<file path="config.mk">
export PLATFORM = sky130hd
export DESIGN_NAME = conv_stream_tx_flat
export DESIGN_NICKNAME = d
export VERILOG_FILES = /design/src/rtl/conv_stream_tx_if.sv /design/src/rtl/conv_stream_tx.sv /design/src/flat_wrapper.sv
export SDC_FILE = /design/constraint.sdc
export NUM_CORES = 1
export LEC_CHECK = 0
export CORE_ASPECT_RATIO = 1.1
export CORE_MARGIN = 8
export CORE_UTILIZATION = 45
export DETAILED_ROUTE_END_ITERATION = 12
export SYNTH_ARGS = -nofsm -noshare
export SYNTH_HDL_FRONTEND = slang
export SYNTH_SLANG_ARGS = --single-unit
</file>
<file path="constraint.sdc">
create_clock -name clk -period 5.94 [get_ports clk]
set_clock_uncertainty 0.1 [all_clocks]
set_input_delay 1.188 -clock clk [delete_from_list [all_inputs] [get_ports clk]]
set_output_delay 1.188 -clock clk [all_outputs]
set_load 0.02 [all_outputs]
</file>
<file path="src/rtl/conv_stream_tx_if.sv">
// Word-write port, run control and kernel/pixel stream outputs of conv_stream_tx.
// The master side drives the buffers and control; the slave side is the transmitter.
interface conv_stream_tx_if #(
    parameter int unsigned BITS   = 9,
    parameter int unsigned ADDR_W = 6
);
    logic              wr_en;
    logic              wr_sel;
    logic [ADDR_W-1:0] wr_addr;
    logic [BITS-1:0]   wr_data;
    logic              start;
    logic              skip_kernel;
    logic [ADDR_W:0]   img_len;
    logic              hold;
    logic              kernel_write_en;
    logic [BITS-1:0]   kernel_out;
    logic              img_write_en;
    logic [BITS-1:0]   img_out;
    logic              busy;
    logic              done;

    modport master (
        output wr_en, wr_sel, wr_addr, wr_data, start, skip_kernel, img_len, hold,
        input  kernel_write_en, kernel_out, img_write_en, img_out, busy, done
    );

    modport slave (
        input  wr_en, wr_sel, wr_addr, wr_data, start, skip_kernel, img_len, hold,
        output kernel_write_en, kernel_out, img_write_en, img_out, busy, done
    );
endinterface

</file>
<file path="src/rtl/conv_stream_tx.sv">
// Buffers one kernel and one image run, then replays them (kernel first, then pixels)
// onto the convolver's write lines with stall, kernel-skip and a done pulse.
module conv_stream_tx #(
    parameter int unsigned BITS        = 9,
    parameter int unsigned KERNEL_SIZE = 3,
    parameter int unsigned ADDR_W      = 6
) (
    input  logic            clk,
    input  logic            reset_n,
    conv_stream_tx_if.slave bus
);
    localparam int unsigned KSQ       = KERNEL_SIZE * KERNEL_SIZE;
    localparam int unsigned IMG_DEPTH = 1 << ADDR_W;
    localparam int unsigned KIDX_W    = (KSQ > 1) ? $clog2(KSQ) : 1;
    localparam int unsigned LEN_W     = ADDR_W + 1;

    typedef enum logic [1:0] {
        S_IDLE   = 2'd0,
        S_KERNEL = 2'd1,
        S_IMAGE  = 2'd2,
        S_DONE   = 2'd3
    } state_e;

    state_e            state_q, state_d;
    logic [KIDX_W-1:0] kidx_q, kidx_d;
    logic [ADDR_W-1:0] iidx_q, iidx_d;
    logic [LEN_W-1:0]  len_q, len_d;
    logic              kernel_write_en_q, kernel_write_en_d;
    logic [BITS-1:0]   kernel_out_q, kernel_out_d;
    logic              img_write_en_q, img_write_en_d;
    logic [BITS-1:0]   img_out_q, img_out_d;
    logic              busy_q, busy_d;
    logic              done_q, done_d;

    logic [BITS-1:0]   kbuf_q [KSQ];
    logic [BITS-1:0]   ibuf_q [IMG_DEPTH];

    logic              idle_vis;
    logic              launch;
    logic              wr_k_ok;
    logic              wr_i_ok;
    logic              step;
    logic              k_last;
    logic              i_last;
    logic [LEN_W-1:0]  len_start;
    logic [BITS-1:0]   k_word0;
    logic [BITS-1:0]   i_word0;

    // Registered outputs lag the state by one cycle, so the visible done cycle is
    // already back in S_IDLE and must still block writes and start.
    assign idle_vis  = (state_q == S_IDLE) && !done_q;
    assign launch    = idle_vis && bus.start;
    assign wr_k_ok   = idle_vis && bus.wr_en && bus.wr_sel && (32'(bus.wr_addr) < KSQ);
    assign wr_i_ok   = idle_vis && bus.wr_en && !bus.wr_sel;
    assign step      = !bus.hold;
    assign k_last    = (kidx_q == KIDX_W'(KSQ - 1));
    assign i_last    = ({1'b0, iidx_q} == (len_q - LEN_W'(1)));
    assign len_start = (bus.img_len > LEN_W'(IMG_DEPTH)) ? LEN_W'(IMG_DEPTH) : bus.img_len;

    // The first word leaves on the start edge, so a same-cycle write to word 0 is forwarded.
    assign k_word0 = (wr_k_ok && (bus.wr_addr == '0)) ? bus.wr_data : kbuf_q[0];
    assign i_word0 = (wr_i_ok && (bus.wr_addr == '0)) ? bus.wr_data : ibuf_q[0];

    always_ff @(posedge clk or negedge reset_n) begin
        if (!reset_n) begin
            state_q <= S_IDLE;
        end else begin
            state_q <= state_d;
        end
    end

    always_ff @(posedge clk or negedge reset_n) begin
        if (!reset_n) begin
            kidx_q            <= '0;
            iidx_q            <= '0;
            len_q             <= '0;
            kernel_write_en_q <= 1'b0;
            kernel_out_q      <= '0;
            img_write_en_q    <= 1'b0;
            img_out_q         <= '0;
            busy_q            <= 1'b0;
            done_q            <= 1'b0;
        end else begin
            kidx_q            <= kidx_d;
            iidx_q            <= iidx_d;
            len_q             <= len_d;
            kernel_write_en_q <= kernel_write_en_d;
            kernel_out_q      <= kernel_out_d;
            img_write_en_q    <= img_write_en_d;
            img_out_q         <= img_out_d;
            busy_q            <= busy_d;
            done_q            <= done_d;
        end
    end

    // Buffer storage keeps its contents across reset.
    always_ff @(posedge clk) begin
        if (wr_k_ok) begin
            kbuf_q[KIDX_W'(bus.wr_addr)] <= bus.wr_data;
        end
        if (wr_i_ok) begin
            ibuf_q[bus.wr_addr] <= bus.wr_data;
        end
    end

    always_comb begin
        state_d = state_q;
        unique case (state_q)
            S_IDLE: begin
                if (launch) begin
                    if (!bus.skip_kernel) begin
                        if (KSQ == 1) begin
                            state_d = (len_start != '0) ? S_IMAGE : S_DONE;
                        end else begin
                            state_d = S_KERNEL;
                        end
                    end else if (len_start == '0) begin
                        state_d = S_IDLE;
                    end else if (len_start == LEN_W'(1)) begin
                        state_d = S_DONE;
                    end else begin
                        state_d = S_IMAGE;
                    end
                end
            end
            S_KERNEL: begin
                if (step && k_last) begin
                    state_d = (len_q != '0) ? S_IMAGE : S_DONE;
                end
            end
            S_IMAGE: begin
                if (step && i_last) begin
                    state_d = S_DONE;
                end
            end
            S_DONE: begin
                state_d = S_IDLE;
            end
            default: state_d = S_IDLE;
        endcase
    end

    always_comb begin
        kidx_d            = kidx_q;
        iidx_d            = iidx_q;
        len_d             = len_q;
        kernel_write_en_d = 1'b0;
        kernel_out_d      = kernel_out_q;
        img_write_en_d    = 1'b0;
        img_out_d         = img_out_q;
        busy_d            = 1'b0;
        done_d            = 1'b0;
        unique case (state_q)
            S_IDLE: begin
                if (launch) begin
                    len_d  = len_start;
                    kidx_d = '0;
                    iidx_d = '0;
                    if (!bus.skip_kernel) begin
                        kernel_write_en_d = 1'b1;
                        kernel_out_d      = k_word0;
                        kidx_d            = KIDX_W'(1);
                        busy_d            = 1'b1;
                    end else if (len_start != '0) begin
                        img_write_en_d = 1'b1;
                        img_out_d      = i_word0;
                        iidx_d         = ADDR_W'(1);
                        busy_d         = 1'b1;
                    end else begin
                        done_d = 1'b1;
                    end
                end
            end
            S_KERNEL: begin
                busy_d = 1'b1;
                if (step) begin
                    kernel_write_en_d = 1'b1;
                    kernel_out_d      = kbuf_q[kidx_q];
                    kidx_d            = kidx_q + KIDX_W'(1);
                end
            end
            S_IMAGE: begin
                busy_d = 1'b1;
                if (step) begin
                    img_write_en_d = 1'b1;
                    img_out_d      = ibuf_q[iidx_q];
                    iidx_d         = iidx_q + ADDR_W'(1);
                end
            end
            S_DONE: begin
                done_d = 1'b1;
            end
            default: begin
                done_d = 1'b0;
            end
        endcase
    end

    assign bus.kernel_write_en = kernel_write_en_q;
    assign bus.kernel_out      = kernel_out_q;
    assign bus.img_write_en    = img_write_en_q;
    assign bus.img_out         = img_out_q;
    assign bus.busy            = busy_q;
    assign bus.done            = done_q;

endmodule

</file>
<file path="src/flat_wrapper.sv">
// flat-port wrapper written by rule: the top's interface ports become plain ports
module conv_stream_tx_flat 
#(
    parameter int unsigned BITS        = 9,
    parameter int unsigned KERNEL_SIZE = 3,
    parameter int unsigned ADDR_W      = 6
)
  (clk, reset_n, bus_wr_en, bus_wr_sel, bus_wr_addr, bus_wr_data, bus_start, bus_skip_kernel, bus_img_len, bus_hold, bus_kernel_write_en, bus_kernel_out, bus_img_write_en, bus_img_out, bus_busy, bus_done);
  conv_stream_tx_if #(.BITS(BITS), .ADDR_W(ADDR_W)) bus_i ();
  input  logic clk;
  input  logic reset_n;
  input wire logic [$bits(bus_i.wr_en)-1:0] bus_wr_en;
  input wire logic [$bits(bus_i.wr_sel)-1:0] bus_wr_sel;
  input wire logic [$bits(bus_i.wr_addr)-1:0] bus_wr_addr;
  input wire logic [$bits(bus_i.wr_data)-1:0] bus_wr_data;
  input wire logic [$bits(bus_i.start)-1:0] bus_start;
  input wire logic [$bits(bus_i.skip_kernel)-1:0] bus_skip_kernel;
  input wire logic [$bits(bus_i.img_len)-1:0] bus_img_len;
  input wire logic [$bits(bus_i.hold)-1:0] bus_hold;
  output wire logic [$bits(bus_i.kernel_write_en)-1:0] bus_kernel_write_en;
  output wire logic [$bits(bus_i.kernel_out)-1:0] bus_kernel_out;
  output wire logic [$bits(bus_i.img_write_en)-1:0] bus_img_write_en;
  output wire logic [$bits(bus_i.img_out)-1:0] bus_img_out;
  output wire logic [$bits(bus_i.busy)-1:0] bus_busy;
  output wire logic [$bits(bus_i.done)-1:0] bus_done;
  assign bus_i.wr_en = bus_wr_en;
  assign bus_i.wr_sel = bus_wr_sel;
  assign bus_i.wr_addr = bus_wr_addr;
  assign bus_i.wr_data = bus_wr_data;
  assign bus_i.start = bus_start;
  assign bus_i.skip_kernel = bus_skip_kernel;
  assign bus_i.img_len = bus_img_len;
  assign bus_i.hold = bus_hold;
  assign bus_kernel_write_en = bus_i.kernel_write_en;
  assign bus_kernel_out = bus_i.kernel_out;
  assign bus_img_write_en = bus_i.img_write_en;
  assign bus_img_out = bus_i.img_out;
  assign bus_busy = bus_i.busy;
  assign bus_done = bus_i.done;
  conv_stream_tx #(.BITS(BITS), .KERNEL_SIZE(KERNEL_SIZE), .ADDR_W(ADDR_W)) u_core (.clk(clk), .reset_n(reset_n), .bus(bus_i));
endmodule
</file>
# Word level (Yosys, flattened, before mapping)
# Memories as Yosys holds them, arrays and structs flattened.
# Cells that the tools add are included.
# word_totals
out_inout_bits	22
elab_cells	106
memories	2
ram_bits	657
inputBits	29
regBits	41
# classes
addsub	3
magnitude_cmp	2
eq_ne	14
reduce_logical	27
mux	48
# memory_table
name	depth	word_bits	rd	rd_clocked_by_memory_dff	write_ports	line_no	source
u_core.ibuf_q	64	9	2	0	1	conv_stream_tx.sv:36	logic [BITS-1:0] ibuf_q [IMG_DEPTH];
u_core.kbuf_q	9	9	2	0	1	conv_stream_tx.sv:35	logic [BITS-1:0] kbuf_q [KSQ];
# ops
op	count
9-bit 2-to-1 mux	9
9-bit case mux with 2 select lines	2
1-bit 2-to-1 mux	19
6-bit 2-to-1 mux	3
7-bit nonzero test	2
6-bit case mux with 2 select lines	1
1-bit logical AND	10
2-bit 2-to-1 mux	5
2-bit != test, second input constant	5
3-bit AND reduction	3
4-bit 2-to-1 mux	2
1-bit case mux with 2 select lines	4
2-bit case mux with 4 select lines	1
4-bit case mux with 2 select lines	1
6-bit by 7-bit equality test with 1-bit output	1
7-bit by 1-bit equality test with 1-bit output, second input constant	1
7-bit greater-than comparator, second input constant	1
7-bit logical NOT	1
7-bit 2-to-1 mux	1
7-bit by 1-bit subtractor with 7-bit output, second input constant	1
6-bit by 1-bit adder with 6-bit output, second input constant	1
6-bit logical NOT	1
6-bit by 4-bit less-than comparator with 1-bit output, second input constant	1
2-bit by 1-bit != test with 1-bit output, second input constant	3
11 further kinds	15

# Depth between registers and ports, before layout
# logic_depth
depth_word	10
depth_mapped	10

# Worst setup path after synthesis
# Ideal clock, no wire load.
# synth_timing
path_kind	in2reg
from	input port bus_wr_en
to	memory u_core.ibuf_q[24][0], enable pin
slack_ps	2553
n_path_buf	1
t_arrival_ps	2888
path_stages	4
path_cell_list	nor4bb_1 > clkbuf_1 > nand4b_1 > nor4_1
# synth_between
elab_chain_len	4
# synth_rtl
item	line_no	source
from (decl)	flat_wrapper.sv:12	input wire logic [$bits(bus_i.wr_en)-1:0] bus_wr_en;
1-bit logical AND (2 in a row)	conv_stream_tx.sv:54	assign wr_i_ok = idle_vis && bus.wr_en && !bus.wr_sel;
1-bit 2-to-1 mux	conv_stream_tx.sv:101	if (wr_i_ok) begin
1-bit 2-to-1 mux (not written as such)	conv_stream_tx.sv:102	ibuf_q[bus.wr_addr] <= bus.wr_data;
to (decl)	conv_stream_tx.sv:36	
# Every way passes these cells.

# Final worst setup path
# layout_timing
from	input port bus_wr_sel
to	memory u_core.ibuf_q[39][6], enable pin
# layout_between
elab_chain_len	4
# layout_rtl
item	line_no	source
from (decl)	flat_wrapper.sv:13	input wire logic [$bits(bus_i.wr_sel)-1:0] bus_wr_sel;
1-bit logical NOT	conv_stream_tx.sv:54	
1-bit logical AND	conv_stream_tx.sv:54	
1-bit 2-to-1 mux	conv_stream_tx.sv:101	
1-bit 2-to-1 mux (not written as such)	conv_stream_tx.sv:102	
# Every way passes these cells.

==> out/summary.txt <==
status = finished clean
max-cap violations = 0
met2 Use GR = 29.98%
CP max stage cell = nor2_1
Max VDD drop = 0.2949 mV
hold_sp = u_core.bus.img_out[3]
Core Util, Final = 51.08%
met1 Use GR = 26.79%
critical path fanouts, max = 9
Crit Path Class = input port to flip-flop
Starting Density = 45.42%
# IOs = 51
hpwl dp = 42.82 mm
sequential fraction of the synthesis area = 73.44%
reg2reg path depth = 6
Endpoint, Worst Hold = u_core.bus.img_out[3]
TritonCTS Buffers = 71
clk buf depth = 3
post-CTS setup buffer count = 0
fin nets = 1633
DRC = 0
GRT Residual Overflow = 0
largest area contributor in the netlist = edfxtp_1
first-pass GRT wire length = 99.46 mm
most frequent cells after synthesis = 657 x edfxtp_1, 140 x mux2i_1, 107 x mux4_2
PwrDens = 419.7 nW/um2
row count = 96
CP arrival = 4.17 ns
YS warnings = 0
fin crit share = 68.28%
antenna violations before repair = 3
Req. time, crit path = 6.05 ns
gr usage total = 18.98%
Tmin final = 4.056 ns
DP Cell Count = 2356
Clock Latency Late Sink = 0.60 ns
ranking of synthesized cells by area = edfxtp_1 70%, mux4_2 8.5%, mux2i_1 5.0%
Die Height = 278.8 um
Worst Hold Class = flip-flop to flip-flop
core area = 62220 um2
number of flops mapped to enable cells by yosys = 657
Clk pin slew, worst setup/hold paths = 0.06 ns
R2R Path Start = u_core.state_q[0]
hold depth = 2
syn nets = 1561
RSZ-0062 raised after global routing = false
Synth Area per Inst = 18.54 um2
Crit path max-delay family = simple AND/OR/NAND/NOR gates
endpoints failing setup = 0
drt first pass iters = 5
Post-Syn Area = 28260 um2
WP buf/inv = 2
met3 Use GR = 3.013%
post-route insts no fill = 2483
Rel. slew slack = 24.63%
CP Cell Sequence = clkdlybuf4s50_1, nor4bb_1, buf_4, nand4_1, nor2_1
dpl ws = 1.372 ns
final WL = 67.41 mm
die area = 71090 um2
reg2reg setup slack = 2.05 ns
vias in the first global route = 14600
Area Growth Syn to Fin = 12.46%
Clock Sinks = 698
Slew @ Worst Pin = 1.121 ns
CTS tree = built
final slew viol count = 0
via/cell ratio = 5.841
post-route ant nets = 0
Routed wire per std cell = 27.15 um
Crit. End Element = flip-flop
#FFs+latches synth = 698
share of cells above drive strength 1 = 17.04%
final-report hold violation count = 0
Synth Flop Type = edfxtp_1
RR Endpoint = u_core.ibuf_q[39][6]
cts hold-fix bufs = 0
post-synthesis cell count = 1524
CTS resizes = 0
setup TNS = 0 ns
Initial DRC Count = 1225
peak-usage layer in the global routing report = met2
vias post-DR = 14500
Die X = 254.9 um
IO buf count = 50
htree depth = 3
most frequent cell after synthesis = edfxtp_1
Setup crit start kind = input port
largest net degree at the start of global routing = 76
leakage power = 10.14 nW
final worst slack = 1.884 ns
Worst path max stage delay = 0.89 ns
Cell variety after synth = 58
root buf cell = clkbuf_16
Final GP Congestion = 0.8892
design area = 31780 um2
Synth async-reset ratio = 5.874%
Yosys top cell area share = 69.81%
Fillers = 5044
Fmax = 246.6 MHz
Post-DP Area = 29560 um2
state kept, by name, indices dropped and copies added, names as in the netlist:
name                        flops
u_core.bus.busy                 1
u_core.bus.done                 1
u_core.bus.img_out              9
u_core.bus.img_write_en         1
u_core.bus.kernel_out           9
u_core.bus.kernel_write_en      1
u_core.ibuf_q                 576
u_core.iidx_q                   6
u_core.kbuf_q                  81
u_core.kidx_q                   4
u_core.len_q                    7
u_core.state_q                  2
how the worst max path moves through the flow:
stage	start	to	slack, ns	cells after the start
floorplan	bus_wr_en	u_core.ibuf_q[24][0]	2.55	4
global route	bus_hold	u_core.bus.img_out[5]	1.73	7
detailed placement	bus_hold	u_core.bus.img_out[7]	1.37	7
CTS	bus_wr_sel	u_core.ibuf_q[39][6]	2.01	5
global placement	bus_hold	u_core.bus.img_out[7]	1.41	7
finish	bus_wr_sel	u_core.ibuf_q[39][6]	1.88	5
power by group:
group,switching [W],internal [W],total (W)
Clock,0.00181,0.00250,0.00431
Combinational,0.00178,0.00144,0.00322
Sequential,0.000289,0.00552,0.00581
cell type report:
cell class	count	area, um2	share of cell area [%]
clock inverter	31	292.8	0.9212
timing repair buffer	86	745.7	2.346
multi-input combinational	721	6939	21.83
tap	833	1042	3.279
sequential	698	20760	65.33
antenna	1	2.502	0.007873
inverter	18	67.56	0.2126
clock buffer	95	1929	6.070
layout by cell type (no fill, tap or decap), drive strengths merged, types with 24 or more instances in the layout:
master	synthesis	final
a221oi	35	35
dfrtp	41	41
nor2	104	104
mux4	117	117
clkinv	0	24
nand2	55	55
edfxtp	657	657
o21ai	50	50
clkbuf	43	95
mux2i	140	140
buf	43	46
clkdlybuf4s50	0	40
through the flow:
stage	power, W	hold WS [ns]
after floorplan	0.008123	0.3879
after global placement	0.009127	0.3628
after detailed placement	0.009162	0.3756
after CTS	0.01346	0.3887
after global routing	0.01386	0.4227
final	0.01334	0.3844
worst register-to-register path, cell delays in order (launching register included):
cell      delay (ns)
dfrtp_1         0.41
inv_1           0.09
ha_1            0.50
nor4bb_1        0.58
buf_4           0.26
nand4_1         0.66
nor2_1          0.89
logic make-up after synthesis:
family                   count (synthesis)  synth area share (%)
flip-flops                             698                 73.44
multiplexers                           277                 15.21
AND/OR/NAND/NOR                        233                 3.834
AO/OA/AOI/OAI                          191                 4.737
buffers and inverters                  105                 2.050
XOR/XNOR                                12                0.3719
adder cells (fa/ha/maj)                  8                0.3542
layer usage:
| metal | wire length [um] | share of wire, % |
|---|---|---|
| met5 | 27 | 0.040 |
| met3 | 4029 | 6.0 |
| met4 | 1851 | 2.7 |
| met1 | 29080 | 43 |
| met2 | 32420 | 48 |
Note: power is estimated with default switching activity, not from simulation.
